## src/rtl/mul_issue_ctrl_pkg.sv

```systemverilog
// Shared constants and in-flight entry layout for the multiplier issue controller.
package mul_issue_ctrl_pkg;
    localparam int MUL_LAT_DEF    = 1;
    localparam int TAG_W_DEF      = 4;
    localparam int OBUF_DEPTH_DEF = 2;
    localparam int DATA_W         = 32;

    // In-flight entry packs {hi, tag, src}: src at bit 0, tag above it, hi on top.
    function automatic int ent_w(input int tag_w);
        return tag_w + 2;
    endfunction
endpackage

```

## src/rtl/mul_resp_fifo.sv

```systemverilog
// Small synchronous result FIFO with occupancy count and a synchronous clear.
module mul_resp_fifo #(
    parameter  int WIDTH = 37,
    parameter  int DEPTH = 2,
    localparam int CNT_W = $clog2(DEPTH + 1)
) (
    input  logic             i_clk,
    input  logic             i_resetn,
    input  logic             i_clr,
    input  logic             i_push,
    input  logic [WIDTH-1:0] i_push_data,
    input  logic             i_pop,
    output logic [WIDTH-1:0] o_head,
    output logic [CNT_W-1:0] o_count
);
    localparam int PTR_W = (DEPTH > 1) ? $clog2(DEPTH) : 1;

    logic [WIDTH-1:0] r_mem [DEPTH];
    logic [PTR_W-1:0] r_wr_ptr;
    logic [PTR_W-1:0] r_rd_ptr;
    logic [CNT_W-1:0] r_count;

    function automatic logic [PTR_W-1:0] ptr_inc(input logic [PTR_W-1:0] p);
        return (p == PTR_W'(DEPTH - 1)) ? '0 : p + 1'b1;
    endfunction

    always_ff @(posedge i_clk) begin
        if (!i_resetn || i_clr) begin
            r_wr_ptr <= '0;
            r_rd_ptr <= '0;
            r_count  <= '0;
        end else begin
            if (i_push)
                r_wr_ptr <= ptr_inc(r_wr_ptr);
            if (i_pop)
                r_rd_ptr <= ptr_inc(r_rd_ptr);
            case ({i_push, i_pop})
                2'b10:   r_count <= r_count + 1'b1;
                2'b01:   r_count <= r_count - 1'b1;
                default: r_count <= r_count;
            endcase
        end
    end

    always_ff @(posedge i_clk) begin
        if (i_push)
            r_mem[r_wr_ptr] <= i_push_data;
    end

    assign o_head  = r_mem[r_rd_ptr];
    assign o_count = r_count;
endmodule

```

## src/rtl/mul_issue_ctrl.sv

```systemverilog
// Round-robin issue controller sharing one pipelined multiplier between two requesters,
// with credit-based admission so the non-stallable multiplier never overruns the result FIFO.
module mul_issue_ctrl
    import mul_issue_ctrl_pkg::*;
#(
    parameter int MUL_LAT    = MUL_LAT_DEF,
    parameter int TAG_W      = TAG_W_DEF,
    parameter int OBUF_DEPTH = OBUF_DEPTH_DEF
) (
    input  logic                     mul_clk,
    input  logic                     resetn,
    input  logic                     req0_valid,
    output logic                     req0_ready,
    input  logic signed [31:0]       req0_a,
    input  logic signed [31:0]       req0_b,
    input  logic                     req0_hi,
    input  logic [TAG_W-1:0]         req0_tag,
    input  logic                     req1_valid,
    output logic                     req1_ready,
    input  logic signed [31:0]       req1_a,
    input  logic signed [31:0]       req1_b,
    input  logic                     req1_hi,
    input  logic [TAG_W-1:0]         req1_tag,
    input  logic                     flush,
    output logic signed [31:0]       mul_x,
    output logic signed [31:0]       mul_y,
    input  logic signed [63:0]       mul_result,
    output logic                     resp_valid,
    input  logic                     resp_ready,
    output logic [31:0]              resp_data,
    output logic [TAG_W-1:0]         resp_tag,
    output logic                     resp_src
);
    localparam int ENT_W = ent_w(TAG_W);
    localparam int FW    = DATA_W + TAG_W + 1;
    localparam int CNT_W = $clog2(OBUF_DEPTH + 1);

    logic [MUL_LAT-1:0] r_sr_vld;
    logic [ENT_W-1:0]   r_sr_ent [MUL_LAT];
    logic               r_rr_last;

    logic               w_can_issue;
    logic               w_grant0;
    logic               w_grant1;
    logic [31:0]        w_occ;
    logic [CNT_W-1:0]   w_fifo_cnt;
    logic               w_fifo_push;
    logic               w_fifo_pop;
    logic [ENT_W-1:0]   w_issue_ent;
    logic [ENT_W-1:0]   w_last_ent;
    logic [FW-1:0]      w_push_data;
    logic [FW-1:0]      w_head;

    function automatic logic [DATA_W-1:0] sel_word(input logic signed [63:0] prod, input logic hi);
        return hi ? prod[63:32] : prod[31:0];
    endfunction

    // Credit counts in-flight stages plus buffered results; a same-cycle pop frees nothing yet.
    always_comb begin
        w_occ = 32'(w_fifo_cnt);
        for (int i = 0; i < MUL_LAT; i++)
            w_occ = w_occ + 32'(r_sr_vld[i]);
    end

    assign w_can_issue = resetn && !flush && (w_occ < 32'(OBUF_DEPTH));
    assign w_grant0    = w_can_issue && req0_valid && (!req1_valid || r_rr_last);
    assign w_grant1    = w_can_issue && req1_valid && (!req0_valid || !r_rr_last);
    assign req0_ready  = w_grant0;
    assign req1_ready  = w_grant1;

    assign mul_x       = w_grant0 ? req0_a : (w_grant1 ? req1_a : '0);
    assign mul_y       = w_grant0 ? req0_b : (w_grant1 ? req1_b : '0);
    assign w_issue_ent = w_grant0 ? {req0_hi, req0_tag, 1'b0} : {req1_hi, req1_tag, 1'b1};

    always_ff @(posedge mul_clk) begin
        if (!resetn)
            r_rr_last <= 1'b1;
        else if (w_grant0)
            r_rr_last <= 1'b0;
        else if (w_grant1)
            r_rr_last <= 1'b1;
    end

    // Issue stage: track each op through the multiplier's fixed latency.
    always_ff @(posedge mul_clk) begin
        if (!resetn || flush) begin
            r_sr_vld <= '0;
        end else begin
            r_sr_vld[0] <= w_grant0 || w_grant1;
            for (int i = 1; i < MUL_LAT; i++)
                r_sr_vld[i] <= r_sr_vld[i-1];
        end
    end

    always_ff @(posedge mul_clk) begin
        r_sr_ent[0] <= w_issue_ent;
        for (int i = 1; i < MUL_LAT; i++)
            r_sr_ent[i] <= r_sr_ent[i-1];
    end

    // Capture stage: product word selected as the op leaves the multiplier.
    assign w_last_ent  = r_sr_ent[MUL_LAT-1];
    assign w_fifo_push = resetn && !flush && r_sr_vld[MUL_LAT-1];
    assign w_push_data = {sel_word(mul_result, w_last_ent[ENT_W-1]), w_last_ent[TAG_W:0]};

    assign resp_valid  = resetn && !flush && (w_fifo_cnt != '0);
    assign w_fifo_pop  = resp_valid && resp_ready;

    mul_resp_fifo #(
        .WIDTH (FW),
        .DEPTH (OBUF_DEPTH)
    ) u_fifo (
        .i_clk       (mul_clk),
        .i_resetn    (resetn),
        .i_clr       (flush),
        .i_push      (w_fifo_push),
        .i_push_data (w_push_data),
        .i_pop       (w_fifo_pop),
        .o_head      (w_head),
        .o_count     (w_fifo_cnt)
    );

    assign resp_data = w_head[FW-1 -: DATA_W];
    assign resp_tag  = w_head[TAG_W:1];
    assign resp_src  = w_head[0];
endmodule
```

## config.mk

```make
export PLATFORM = sky130hd
export DESIGN_NAME = mul_issue_ctrl
export DESIGN_NICKNAME = d
export VERILOG_FILES = /design/src/rtl/mul_issue_ctrl_pkg.sv /design/src/rtl/mul_resp_fifo.sv /design/src/rtl/mul_issue_ctrl.sv
export SDC_FILE = /design/constraint.sdc
export NUM_CORES = 1
export LEC_CHECK = 0
export ABC_AREA = 1
export BUFFER_PORTS_ARGS = -buffer_cell sky130_fd_sc_hd__buf_2
export CORE_AREA = 2 2 121 123
export CTS_BUF_LIST = sky130_fd_sc_hd__clkbuf_4
export DETAILED_ROUTE_END_ITERATION = 10
export DIE_AREA = 0 0 123 125
export PLACE_DENSITY = 0.65
export REMOVE_ABC_BUFFERS = 1
export SYNTH_ARGS = -nofsm -noshare
export SYNTH_HDL_FRONTEND = slang
export SYNTH_SLANG_ARGS = --single-unit
```

## constraint.sdc

```tcl
create_clock -name mul_clk -period 6.7 [get_ports mul_clk]
set_input_delay 1.34 -clock mul_clk [delete_from_list [all_inputs] [get_ports mul_clk]]
set_output_delay 1.34 -clock mul_clk [all_outputs]
set_load 0.005 [all_outputs]
```

==> results of run 1 <==
-- sequential cells by signal (all words and copies together), names as in the netlist, named ones only --
name,flops
r_rr_last,1
u_fifo.r_wr_ptr,1
r_sr_vld,1
u_fifo.r_rd_ptr,1
r_sr_ent,6
u_fifo.o_count,2
u_fifo.r_mem,74
-- layout make-up --
type	instances	area (um2)
Clock inverter	6	115
Multi-Input combinational cell	249	1690
Fill cell	1400	7730
Sequential cell	87	2480
Clock buffer	10	75.1
Timing Repair Buffer	314	1580
Antenna cell	3	7.51
Inverter	78	293
Tap cell	184	230
-- stage by stage --
| step | setup WS, ns | util, % | cells | hold slack (ns) | instance area (um2) |
|---|---|---|---|---|---|
| after detailed placement | 2.19 | 44.2 | 912 | 0.412 | 6280 |
| after CTS | 2.18 | 45.5 | 928 | 0.432 | 6470 |
| final | 2.22 | 45.6 | 931 | 0.431 | 6480 |
| after global placement | 2.20 | 44.2 | 912 | 0.407 | 6280 |
| after global routing | 1.97 | 45.6 | 930 | 0.428 | 6470 |
| after floorplan | 2.01 | - | 414 | 0.404 | 4450 |
-- cell usage in the layout (no fill, tap or decap), drive strengths merged --
cell | netlist | final
inv | 78 | 80
edfxtp | 74 | 74
ha | 1 | 1
diode | 0 | 3
nand2 | 26 | 26
nor2 | 10 | 10
clkinvlp | 0 | 1
buf | 21 | 314
mux2 | 69 | 69
a21oi | 3 | 3
o21ai | 66 | 66
a21boi | 2 | 2
dfxtp | 13 | 13
nand3 | 72 | 72
bufinv | 0 | 3
clkbuf | 7 | 10
-- cells by family after synthesis --
logic type	count (synthesis)	synth area share (%)
muxes	69	17.0
DFF	87	54.2
AOI/OAI and AO/OA	71	8.20
buffers and inverters	106	9.27
adders and majority gates	1	0.273
and+or+nand+nor	108	11.0
-- power breakdown --
part / internal [mW] / switching (mW)
logic: 0.0894 / 0.0839
registers: 0.600 / 0.00285
clock network: 0.196 / 0.176
-- routing by layer --
metal	wire length (um)	vias to the layer above
met1	5250	1966
met4	154	0
met5	0	-
met2	7720	195
met3	1270	11
li1	-	2121
-- final timing paths --
path                                             start  depth (start not counted)                            to
worst min register to register  r_sr_ent[0][1]$_DFF_P_                          0  u_fifo.r_mem[1][1]$_DFFE_PP_
worst max register to register  r_rr_last$_SDFFE_PN1P_                          5        r_sr_ent[0][4]$_DFF_P_
worst max-delay path                        req0_valid                          5                      mul_y[0]
worst min-delay path            r_sr_ent[0][1]$_DFF_P_                          0  u_fifo.r_mem[1][1]$_DFFE_PP_
==> reports/metrics.cfg, run 1 <==
[worst_setup_path]
cp_slowest_cell=nand2_2
timing.reg2reg.setup_slack_ns=4.76
worstPathRequired_ns=5.36
critPathTopFamily=compound AO/OA/AOI/OAI gates
cpMostUsedCell=buf_2
slowest_delay_ns=0.65
worstPathMaxFanout=70
cp.arrival_ns=3.14
crit_buf_inv=2
end_kind=primary output
path_class=input port to primary output
crit_chain=buf_2, a21boi_4, nand2_2, o21ai_0, buf_2
critPathLaunchType=input port

[grt]
grt_max_degree=72
met1_usage_pct=19.7
grt_util_met3_pct=5.57
antenna_found_initial=2
grt_pass1_wl_um=21300
grtUsageTotal_pct=18.3
grt_pass1_vias=4140
met2_usage_pct=34.0
grt_overflow=0
grt.busiest_layer=met2

[placement]
place_congestion=0.863
port_buffers=311
hpwl_um=11200

[timing]
finalSetupViolations=0
tns_ns=0
finalCritPeriodShare_pct=66.8
timing.final.crit_period_ns=4.48
fin_skew_ns=0.0153
rsz0062_at_grt=false
fmax_mhz=223
worstMarginPinSlew_ns=1.08
finalHoldViolations=0
slew_violations=0
maxSlewHeadroom_pct=27.5

[clock_tree]
cts_setup_buffers=0
cts.clk_slew.worst_paths_ns=0.13
clk_latency_ns=0.42
cts_buffer_depth=2
cts_buffers=9
postCtsHoldBufs=0
clock_sinks=87
cts_resized=0
cts_tree=yes
cts_root_buf=clkbuf_4
cts-htree-levels=3

[yosys]
synth_edf_count=74
synth_flop_cell=edfxtp_1
yosys_warnings=0
synth_top_area_share_pct=48.6
yosysTopAreaCell=edfxtp_1
synthArstFlopShare_pct=0
synth.most_common_cell=inv_1
yosys-top-cells-count=inv_1, edfxtp_1, nand3_1, mux2_2, o21ai_0
synth_cells=442
postSynthAreaPerCell_um2=10.4
ys_seq_area_share_pct=54.2
synthesis.area_um2=4580
yosys-top-cells-area=edfxtp_1, mux2_2, nand3_1
synth.distinct_cells=19
ys_ff_latch=87

[power]
power_mw=1.15
power_density_nw_per_um2=177
p_leak_nw=3.15
ir_drop_uv=79.4

[die]
floorplan.initialDensity_pct=32.2
num_rows=44
die_x_um=123
die_h_um=125
ios=312
coreArea_um2=14200
dieArea_um2=15400

[job]
maxCapViolations=0

[run_status]
status=finished, final reports clean

[final_layout]
syn_to_final_growth_pct=41.5
drive_above_1_share_pct=54.6
final_nets=948

[detailed_routing]
vias=4293
ant_nets=0
routedWlPerCell_um=15.5
dr.pass1.iters=4
drt-total-wl_um=14400
detail_route.vias_per_cell=4.61
drc=0
drt_iter0_markers=174

[worst_hold_path]
hold_class=register to register

(Power assumes the default switching activity.)
==> inputs of run 2 (changes only) <==
--- a/config.mk
+++ b/config.mk
@@ -7,11 +7,11 @@
 export LEC_CHECK = 0
 export ABC_AREA = 1
 export BUFFER_PORTS_ARGS = -buffer_cell sky130_fd_sc_hd__buf_2
-export CORE_AREA = 2 2 121 123
+export CORE_AREA = 2 2 120 122
 export CTS_BUF_LIST = sky130_fd_sc_hd__clkbuf_4
 export DETAILED_ROUTE_END_ITERATION = 10
-export DIE_AREA = 0 0 123 125
-export PLACE_DENSITY = 0.65
+export DIE_AREA = 0 0 122 124
+export PLACE_DENSITY = 0.66
 export REMOVE_ABC_BUFFERS = 1
 export SYNTH_ARGS = -nofsm -noshare
 export SYNTH_HDL_FRONTEND = slang
==> constraint.sdc (replaced) <==
create_clock -name mul_clk -period 4.4 [get_ports mul_clk]
set_input_delay 0.88 -clock mul_clk [delete_from_list [all_inputs] [get_ports mul_clk]]
set_output_delay 0.88 -clock mul_clk [all_outputs]
set_load 0.005 [all_outputs]
==> reports/metrics.cfg, run 2 (synthesis results as in run 1) <==
[worst_setup_path]
slowest_delay_ns=0.54  ; was 0.65 ns
worstPathRequired_ns=3.52  ; was 5.36 ns
crit_buf_inv=4  ; was 2
crit_chain=buf_2, inv_1, nand2_1, nor2_4, buf_4, nand2_1, o21ai_0, buf_2  ; was buf_2, a21boi_4, nand2_2, o21ai_0, buf_2
cp_slowest_cell=buf_4  ; was nand2_2
critPathLaunchType=input port  ; unchanged
cp.arrival_ns=2.44  ; was 3.14 ns
worstPathMaxFanout=71  ; was 70
end_kind=primary output  ; unchanged
critPathTopFamily=buffers and inverters  ; was compound AO/OA/AOI/OAI gates
path_class=input port to primary output  ; unchanged

[clock_tree]
cts_buffer_depth=2  ; unchanged
cts_root_buf=clkbuf_4  ; unchanged
cts_setup_buffers=0  ; unchanged
cts_resized=0  ; unchanged
postCtsHoldBufs=0  ; unchanged
cts_buffers=9  ; unchanged
cts-htree-levels=3  ; unchanged
cts_tree=yes  ; unchanged
clock_sinks=87  ; unchanged
clk_latency_ns=0.42  ; about the same
cts.clk_slew.worst_paths_ns=0.14  ; was 0.13 ns

[timing]
slew_violations=0  ; unchanged
worstMarginPinSlew_ns=0.937  ; was 1.08 ns
timing.final.crit_period_ns=3.32
tns_ns=0  ; unchanged
rsz0062_at_grt=false  ; unchanged
setup_ws_ns=1.08  ; was 2.22 ns
maxSlewHeadroom_pct=37.5  ; was 27.5%
fmax_mhz=302
finalSetupViolations=0  ; unchanged
fin_skew_ns=0.0159  ; was 0.0153 ns
finalHoldViolations=0  ; unchanged
finalCritPeriodShare_pct=75.4

[final_layout]
syn_to_final_growth_pct=42.1  ; was 41.5%
largest_reg_flops=74  ; unchanged
final_cell_mix=buf_2, inv_1, edfxtp_1, nand3_1, mux2_2  ; unchanged
design_area_um2=6500  ; was 6480 um2
drive_above_1_share_pct=54.7  ; was 54.6%
final_common_cell=buf_2  ; unchanged
largest_register=u_fifo.r_mem  ; unchanged
final_nets=952  ; was 948

[placement]
hpwl_um=11200  ; about the same
placedInstanceArea_um2=6330  ; was 6280 um2
place_congestion=0.864  ; was 0.863
port_buffers=311  ; unchanged
dpl_worst_slack_ns=1.08  ; was 2.19 ns

[grt]
grt_pass1_vias=3952  ; was 4,140
grtUsageTotal_pct=17.7  ; was 18.3%
grt_max_degree=72  ; unchanged
grt_overflow=0  ; unchanged
antenna_found_initial=5  ; was 2
grt_pass1_wl_um=19900  ; was 21,300 um

[detailed_routing]
dr.pass1.iters=4  ; unchanged
detail_route.vias_per_cell=4.59  ; was 4.61
vias=4279  ; was 4,293
routedWlPerCell_um=15.4  ; was 15.5 um
ant_nets=0  ; unchanged
drt_iter0_markers=159  ; was 174
drt-total-wl_um=14300  ; was 14,400 um
drc=0  ; unchanged

[worst_hold_path]
hold_class=register to register  ; unchanged

[die]
floorplan.initialDensity_pct=33.4  ; was 32.2%
dieArea_um2=15100  ; was 15,400 um2
ios=312  ; unchanged
die_h_um=124  ; was 125 um
die_x_um=122  ; was 123 um
coreArea_um2=13700  ; was 14,200 um2
num_rows=43  ; was 44

[power]
power_density_nw_per_um2=258  ; was 177 nW/um2
ir_drop_uv=109  ; was 79.4 uV
p_leak_nw=3.17  ; was 3.15 nW

[run_status]
status=finished, final reports clean  ; unchanged

[job]
maxCapViolations=0  ; unchanged

## run 2: changes by cell type in the layout (fill, tap and decap cells not counted), sizes merged
cell | before | now
clkbuf | 10 | 9
bufinv | 3 | 2
clkinvlp | 1 | 0
diode | 3 | 5
buf | 314 | 318
clkinv | 0 | 3
## run 2: report_power, final
part           switching [mW]  total (mW)  internal [mW]
Combinational           0.128       0.268          0.140
Sequential            0.00417       0.918          0.914
Clock                   0.260       0.493          0.233
Total                   0.393        1.68           1.29
## run 2: path summary, 6_finish.rpt
path | from | cells past startpoint | slack (ns) | to
worst max-delay path | flush | 8 | 1.08 | mul_y[28]
worst min-delay path | r_sr_ent[0][3]$_DFF_P_ | 0 | 0.43 | u_fifo.r_mem[0][3]$_DFFE_PP_
worst max register to register | r_sr_vld$_SDFF_PP0_ | 3 | 2.65 | u_fifo.r_mem[0][21]$_DFFE_PP_
worst min register to register | r_sr_ent[0][3]$_DFF_P_ | 0 | 0.43 | u_fifo.r_mem[0][3]$_DFFE_PP_
## run 2: per-layer routing
layer | wire (um) | share of wire (%) | up-vias | global-route usage (%)
li1 | - | - | 2124 | -
met1 | 5460 | 38 | 1949 | 19.9
met2 | 7330 | 51 | 190 | 31.5
met3 | 1260 | 8.8 | 16 | 4.85
met4 | 263 | 1.8 | 0 | 7.61
met5 | 0 | 0 | - | 0
## run 2: per-stage QoR
| stage | util (%) | hold WS [ns] | std cells | total power, mW |
|---|---|---|---|---|
| detailed placement | 46.1 | 0.414 | 912 | 1.21 |
| global route | 47.4 | 0.436 | 933 | 1.75 |
| CTS | 47.3 | 0.425 | 928 | 1.70 |
| floorplan | - | 0.404 | 414 | 1.04 |
| finish | 47.4 | 0.425 | 933 | 1.68 |
| global placement | 46.1 | 0.407 | 912 | 1.20 |
## run 2: cell type report
type	instances	area, um2
Antenna cell	5	12.5
Clock buffer	9	67.6
Clock inverter	7	95.1
Fill cell	1352	7220
Inverter	78	293
Multi-Input combinational cell	249	1690
Sequential cell	87	2480
Tap cell	180	225
Timing Repair Buffer	318	1630
## run 2: worst reg2reg max path: stages (launching register included)
cell     delay, ns
dfxtp_1       0.39
nand2_1       0.18
nor2_4        0.60
buf_4         0.31
